[src/rtl/event_blinker.sv]
// event_blinker: turns single-cycle event strobes into fixed-length LED blinks.
// Each blink holds the LED lit for N_ON cycles, then dark for at least N_OFF
// cycles. Events arriving while a blink or its off-gap is running are queued
// in a saturating counter, so every accepted event yields one distinct blink.
// Events that find the queue full are dropped and flagged on ovf.

module event_blinker #(
    parameter int CLK_HZ = 50_000_000,
    parameter int ON_MS  = 100,
    parameter int OFF_MS = 100,
    parameter int PEND_W = 3
) (
    input  logic              clk,
    input  logic              rst,
    input  logic              pulse,
    output logic              led_n,
    output logic              busy,
    output logic [PEND_W-1:0] pending,
    output logic              ovf
);

    // Phase lengths in clock cycles, and the timer value of each phase's last cycle.
    localparam logic [31:0] N_ON     = 32'((CLK_HZ / 1000) * ON_MS);
    localparam logic [31:0] N_OFF    = 32'((CLK_HZ / 1000) * OFF_MS);
    localparam logic [31:0] ON_LAST  = N_ON - 32'd1;
    localparam logic [31:0] OFF_LAST = N_OFF - 32'd1;

    localparam logic [PEND_W-1:0] PEND_MAX = '1;

    // FSM encoding
    localparam logic [1:0] ST_IDLE = 2'd0;
    localparam logic [1:0] ST_ON   = 2'd1;
    localparam logic [1:0] ST_OFF  = 2'd2;

    logic [1:0]        state;
    logic [1:0]        state_nxt;
    logic [31:0]       timer;
    logic [31:0]       timer_nxt;
    logic [PEND_W-1:0] pending_nxt;
    logic              ovf_nxt;
    logic              queue_req;

    // Next-state, timer and queue decode for the blink sequencer.
    always_comb begin
        // NOTE: every signal assigned here gets a default first so no path
        // through the case statement leaves one unassigned (which would infer a latch).
        state_nxt   = state;
        timer_nxt   = timer;
        pending_nxt = pending;
        ovf_nxt     = 1'b0;
        queue_req   = 1'b0;

        case (state)
            ST_IDLE: begin
                // An event in idle starts its own blink directly; it never queues.
                if (pulse) begin
                    state_nxt = ST_ON;
                    timer_nxt = 32'd0;
                end
            end

            ST_ON: begin
                if (timer == ON_LAST) begin
                    state_nxt = ST_OFF;
                    timer_nxt = 32'd0;
                end else begin
                    timer_nxt = timer + 32'd1;
                end
                queue_req = pulse;
            end

            ST_OFF: begin
                if (timer == OFF_LAST) begin
                    timer_nxt = 32'd0;
                    if (pending != '0) begin
                        // Consume one queued event. A coincident pulse takes
                        // its place in the queue, so the count is unchanged.
                        state_nxt = ST_ON;
                        if (!pulse) begin
                            pending_nxt = pending - 1'b1;
                        end
                    end else if (pulse) begin
                        // Empty queue: the coincident pulse starts the next blink.
                        state_nxt = ST_ON;
                    end else begin
                        state_nxt = ST_IDLE;
                    end
                end else begin
                    timer_nxt = timer + 32'd1;
                    queue_req = pulse;
                end
            end

            default: begin
                state_nxt = ST_IDLE;
                timer_nxt = 32'd0;
            end
        endcase

        // Queue an event, or drop it and flag the loss when the queue is full.
        if (queue_req) begin
            if (pending == PEND_MAX) begin
                ovf_nxt = 1'b1;
            end else begin
                pending_nxt = pending + 1'b1;
            end
        end
    end

    // State registers; outputs are registered from the next-state decode.
    always_ff @(posedge clk or posedge rst) begin
        if (rst) begin
            state   <= ST_IDLE;
            timer   <= 32'd0;
            pending <= '0;
            ovf     <= 1'b0;
            led_n   <= 1'b1;
            busy    <= 1'b0;
        end else begin
            // NOTE: sequential state uses non-blocking assignments so every
            // register samples the pre-edge values regardless of statement order.
            state   <= state_nxt;
            timer   <= timer_nxt;
            pending <= pending_nxt;
            ovf     <= ovf_nxt;
            led_n   <= (state_nxt != ST_ON);
            busy    <= (state_nxt != ST_IDLE);
        end
    end

endmodule

[config.mk]
export PLATFORM = sky130hd
export DESIGN_NAME = event_blinker
export DESIGN_NICKNAME = d
export VERILOG_FILES = /design/src/rtl/event_blinker.sv
export SDC_FILE = /design/constraint.sdc
export NUM_CORES = 1
export LEC_CHECK = 0
export ABC_AREA = 1
export ABC_CLOCK_PERIOD_IN_PS = 2100
export CORE_UTILIZATION = 50
export DETAILED_ROUTE_END_ITERATION = 6
export PLACE_DENSITY = 0.67
export SLEW_MARGIN = 20
export SYNTH_ARGS = -nofsm -noshare
export SYNTH_HDL_FRONTEND = slang
export SYNTH_SLANG_ARGS = --single-unit
[constraint.sdc]
create_clock -name clk -period 2.1 [get_ports clk]
set_clock_uncertainty 0.05 [all_clocks]
set_input_delay 0.525 -clock clk [delete_from_list [all_inputs] [get_ports clk]]
set_output_delay 0.525 -clock clk [all_outputs]
set_load 0.02 [all_outputs]
==> out/qor.yml, run 1 <==
critical_path:
  start_kind: "register"
  cpPeakStageDelay_ns: 0.66
  worstPathRequired_ns: 1.52
  path_max_fanout: 7
  criticalPathCategory: "reg2out"
  cp_cell_sequence: "clkdlybuf4s50_1"
  end_kind: "output port"
  crit_slowest_cell: "clkdlybuf4s50_1"
  arrival_ns: 1.45
  crit_family: "buffers and inverters"
  critPathBufInv: 1
cts:
  cts_tree: "built"
  cts_root_buf: "clkbuf_8"
  cts.clk_slew.worst_paths_ns: 0.08
  cts_buffer_depth: 2
  cts-htree-levels: 2
  insertion_delay_ns: 0.30
  postCtsSetupRepairBufs: 0
  clock-sinks: 40
  cts_buffers: 5
power:
  clockPowerShare_pct: 20.3
  pwr_density_cell_nw_per_um2: 757
  combPwrFrac_pct: 41.0
  swShare_pct: 40.3
  p_sw_uw: 1010
  internal_power_uw: 1490
  irDropWorstVdd_v: 0.000793
  seqPwrFrac_pct: 38.7
  p_leak_uw: 0.00148
global_route:
  grt_pass1_wl_mm: 12.5
  antenna_found_initial: 0
  grt_pass1_vias: 2703
  grt_max_degree: 41
  track_usage_pct: 26.2
  gr-total-overflow: 0
floorplan:
  fp-row-count: 27
  dieArea_sq_um: 6210
  core-area_sq_um: 5610
  fp.dieH_microns: 78.8
  start_util_pct: 52.6
  dieWidth_microns: 78.8
  num_io_pins: 9
final_layout:
  final_common_cell: "nand2_1"
  fin_nets: 482
  drive_gt1_share_pct: 10.4
  area_delta_synth_final_pct: 11.6
  final_cells: 543
  antennaDiodeCount: 0
  mostFrequentLayoutCells: "nand2_1, nor2_1, inv_1, dfrtp_1, nand3_1"
detailed_routing:
  wl_met1_mm: 3.73
  wl_met2_mm: 3.30
  drtIter0Drc: 198
  drcViolationCount: 0
  viasPerCell: 5.09
  num_vias: 2766
  first_pass_iters: 4
  top_layer_used: "met4"
  wl_met3_microns: 223
  wire_per_inst_microns: 13.7
  wirelength_mm: 7.46
  ant_nets: 0
status:
  status: "completed"
logic_synthesis:
  seq_area_frac_synth_pct: 34.0
  synthArstFlopShare_pct: 100
  synth_cell_type_count: 33
  synthCells: 450
  synth_area_per_cell_sq_um: 6.56
  synth_area_sq_um: 2950
  synth-edff-count: 0
  synth_fp_nets: 462
  synthFlopType: "dfrtp_1"
  yosys_warnings: 0
  synth_seq_cells: 40
sta:
  drv_slew: 0
  setup_viol: 0
  rsz0062_at_grt: "false"
  whs_ns: 0.509
  hold_violations: 0
  worstMarginPinSlew_ns: 0.558
  maxSlewHeadroom_pct: 62.5
  fmax_mhz: 493
  fin_crit_sh_pct: 96.6
  final.setup.tns_ns: 0
  fin_crit_ns: 2.03
run:
  maxCapViolCount: 0
place:
  dp.final_hpwl_mm: 5.86
  place_congestion: 0.942
  port_buffers: 8
  placed_cells: 535
hold_path:
  min_path_type: "reg2reg"
flip-flops by register name, indices dropped and copies added (netlist names):
| register | count |
|---|---|
| busy | 1 |
| state | 2 |
| led_n | 1 |
| ovf | 1 |
| timer | 32 |
| pending | 3 |
per-stage QoR:
stage	instance area, sq um	utilization, %	total power (uW)	setup slack, ns
after detailed placement	3190	56.9	1990	0.0272
after global routing	3290	58.7	2680	0.0240
after global placement	3190	56.9	1970	0.0307
final	3290	58.7	2490	0.0718
after floorplan	2950	-	1630	0.427
after CTS	3280	58.5	2510	0.0740
tightest hold or removal path: stages (launching register included):
cell and delay, ns:
dfrtp_1 0.37, nand2_1 0.06, nand2_1 0.06, nor2_1 0.04
layer usage:
| layer | global-route usage [%] | vias up |
|---|---|---|
| met5 | 0 | - |
| met3 | 4.25 | 18 |
| li1 | - | 1452 |
| met1 | 35.6 | 1254 |
| met4 | 12.5 | 0 |
| met2 | 40.7 | 42 |
synth_stat cells, drive strengths merged, types with 2 or more instances:
master	instances	area share, %
xnor2	2	0.59
nand3	35	6.3
buf	5	1.1
a21oi	11	2.2
nand2	120	16
inv	70	8.9
nor2	87	12
ha	9	3.8
dfrtp	39	33
xor2	8	2.4
nor3	22	4.1
o21ai	15	2.8
nand4	17	3.6
path summary, 6_finish.rpt:
kind                                  from          to  slack, ns  cells after the start
worst min-delay path              timer[8]    timer[8]       0.51                      3
worst min register to register    timer[8]    timer[8]       0.51                      3
min in group asynchronous              rst  pending[1]       0.53                      3
max in group asynchronous              rst       led_n       1.21                      3
worst max-delay path            pending[2]  pending[2]       0.07                      1
worst max register to register    timer[3]    timer[6]       0.30                      9
cell type report:
type,instances,area (sq um)
Clock inverter,3,18.8
Inverter,71,267
Clock buffer,5,68.8
Fill cell,563,2310
Tap cell,72,90.1
Timing Repair Buffer,19,188
Multi-Input combinational cell,333,1660
Sequential cell,40,1000
logic make-up (layout without fill, tap and decap cells):
family | Yosys count | in the layout | share of synthesized area, %
AOI/OAI and AO/OA | 30 | 30 | 6.32
xor gates and xnor gates | 10 | 10 | 2.97
DFF | 40 | 40 | 34.0
buffers and inverters | 77 | 98 | 10.3
and+or+nand+nor | 284 | 284 | 42.6
adders and majority gates | 9 | 9 | 3.82
power groups by stage:
stage / Sequential [uW] / Clock, uW / Combinational [uW]
6_report: 964 / 506 / 1020
3_5_place_dp: 974 / 0 / 1020
5_1_grt: 978 / 554 / 1150
3_3_place_gp: 969 / 0 / 1000
4_1_cts: 958 / 530 / 1020
2_1_floorplan: 1020 / 0 / 604
repair_timing:
item / in CTS / in global routing
hold buffers: 0 / 0
gates resized for setup: 0 / 3
setup endpoints to repair: 0 / 2
Note: power is estimated with default switching activity, not from simulation.
==> inputs of run 2 (changes only) <==
--- a/config.mk
+++ b/config.mk
@@ -9,7 +9,7 @@
 export ABC_CLOCK_PERIOD_IN_PS = 2100
 export CORE_UTILIZATION = 50
 export DETAILED_ROUTE_END_ITERATION = 6
-export PLACE_DENSITY = 0.67
+export PLACE_DENSITY = 0.64
 export SLEW_MARGIN = 20
 export SYNTH_ARGS = -nofsm -noshare
 export SYNTH_HDL_FRONTEND = slang
==> run 2 against run 1 <==
  * Core utilization fell by 0.49 points
  * Non-clock buffer count fell by 2
  * Clock-buffer cell count rose by 1
  * Clock power fell by 2%
  * Fmax rose by 0.71%
  * Largest cell class unchanged
  * Largest power group unchanged
==> out/qor.yml, run 2 (same netlist as run 1, synthesis figures left out) <==
sta:
  maxSlewHeadroom_pct: 57.4
  fmax_mhz: 497
  worstMarginPinSlew_ns: 0.633
  hold_violations: 0
  rsz0062_at_grt: "false"
  setup_viol: 0
  fin_crit_ns: 2.01
  drv_slew: 0
  final.setup.tns_ns: 0
  fin_crit_sh_pct: 95.9
global_route:
  grt_max_degree: 41
  gr-total-overflow: 0
  track_usage_pct: 26.6
  antenna_found_initial: 0
  grt_pass1_wl_mm: 12.7
  grt_pass1_vias: 2650
final_layout:
  area_delta_synth_final_pct: 10.7
  fin_nets: 480
  stdcell_area_sq_um: 3270
  mostFrequentLayoutCells: "nand2_1, nor2_1, inv_1, dfrtp_1, nand3_1"
  largestRegisters: "timer: 32 flops, pending: 3 flops, state: 2 flops"
  final_common_cell: "nand2_1"
  largest_register: "timer"
  antennaDiodeCount: 0
  drive_gt1_share_pct: 9.40
  largest_reg_flops: 32
  fin_util_pct: 58.3
cts:
  insertion_delay_ns: 0.30
  cts_root_buf: "clkbuf_8"
  cts_tree: "built"
  clock-sinks: 40
  cts-htree-levels: 2
  cts_hold_buf: 0
  cts_buffer_depth: 2
  cts.clk_slew.worst_paths_ns: 0.08
  cts_buffers: 5
  postCtsSetupRepairBufs: 0
place:
  place_area_sq_um: 3180
  place_congestion: 0.940
  port_buffers: 8
  dp.final_hpwl_mm: 5.73
critical_path:
  criticalPathCategory: "reg2out"
  crit_slowest_cell: "clkdlybuf4s50_1"
  r2r_setup_slack_ns: 0.25
  path_max_fanout: 7
  r2r.worst_path.cells: 9
  cpPeakStageDelay_ns: 0.65
  rr_startpoint: "timer[23]"
  critPathBufInv: 1
  start_kind: "register"
  crit_family: "buffers and inverters"
  cp_cell_sequence: "clkdlybuf4s50_1"
  arrival_ns: 1.44
  r2r_end: "timer[2]"
  end_kind: "output port"
  worstPathRequired_ns: 1.52
floorplan:
  num_io_pins: 9
  fp-row-count: 27
  dieArea_sq_um: 6210
  core-area_sq_um: 5610
  fp.dieH_microns: 78.8
  dieWidth_microns: 78.8
  start_util_pct: 52.6
detailed_routing:
  wl_met2_mm: 3.18
  wl_met1_mm: 3.77
  wl_met3_microns: 297
  ant_nets: 0
  drcViolationCount: 0
  first_pass_iters: 5
  top_layer_used: "met4"
  num_vias: 2798
  viasPerCell: 5.18
  wirelength_mm: 7.42
  wire_per_inst_microns: 13.7
  drtIter0Drc: 130
hold_path:
  min_to: "timer[4]"
  min_from: "timer[4]"
  min_path_type: "reg2reg"
  min_path_cells: 2
power:
  pwr_density_cell_nw_per_um2: 763
  p_leak_uw: 0.00146
  irDropWorstVdd_v: 0.000644
run:
  maxCapViolCount: 0
status:
  status: "completed"
[run 2: worst max path at each step]
stage / from / end / slack [ns] / cells past startpoint
after floorplan: state[1] / timer[20] / 0.43 / 9
after global placement: pulse / timer[6] / 0.06 / 7
after detailed placement: pulse / timer[6] / 0.04 / 7
after CTS: pending[2] / pending[2] / 0.08 / 1
after global routing: pending[2] / pending[2] / 0.02 / 1
final: pending[2] / pending[2] / 0.09 / 1
[run 2: worst min-delay path, cell delays in order, from the launching register on]
cell and delay (ns):
dfrtp_1 0.41, inv_1 0.06, a21oi_1 0.06
[run 2: power breakdown]
part | leakage (uW) | total [uW] | internal, uW | switching (uW)
logic | 0.000877 | 1030 | 397 | 635
registers | 0.000539 | 962 | 866 | 95.4
clock network | 0.0000410 | 498 | 226 | 272
[run 2: metal layers]
metal / vias up / GRT usage (%)
met5: - / 0
met4: 0 / 11.8
met3: 13 / 3.10
met2: 60 / 40.7
met1: 1275 / 37.7
li1: 1450 / -
[run 2: through the flow]
stage          std cells  worst slack [ns]  hold slack, ns  power, uW
6_report             540            0.0861           0.511       2490
2_1_floorplan        450             0.427           0.445       1630
4_1_cts              540            0.0761           0.500       2480
3_3_place_gp         533            0.0570           0.485       1970
5_1_grt              540            0.0211           0.527       2670
3_5_place_dp         533            0.0416           0.484       1980
[run 2: layout make-up]
type	instances	area, sq um
timing repair buffer	17	173
clock inverter	1	5.00
inverter	71	267
clock buffer	6	72.6
sequential	40	1000
tap	72	90.1
multi-input combinational	333	1660
fill	561	2340
[run 2: what timing repair did]
action,4_1_cts,5_1_grt
endpoints found under the setup margin,0,3
gates resized for setup,0,2
hold endpoints to repair,0,0
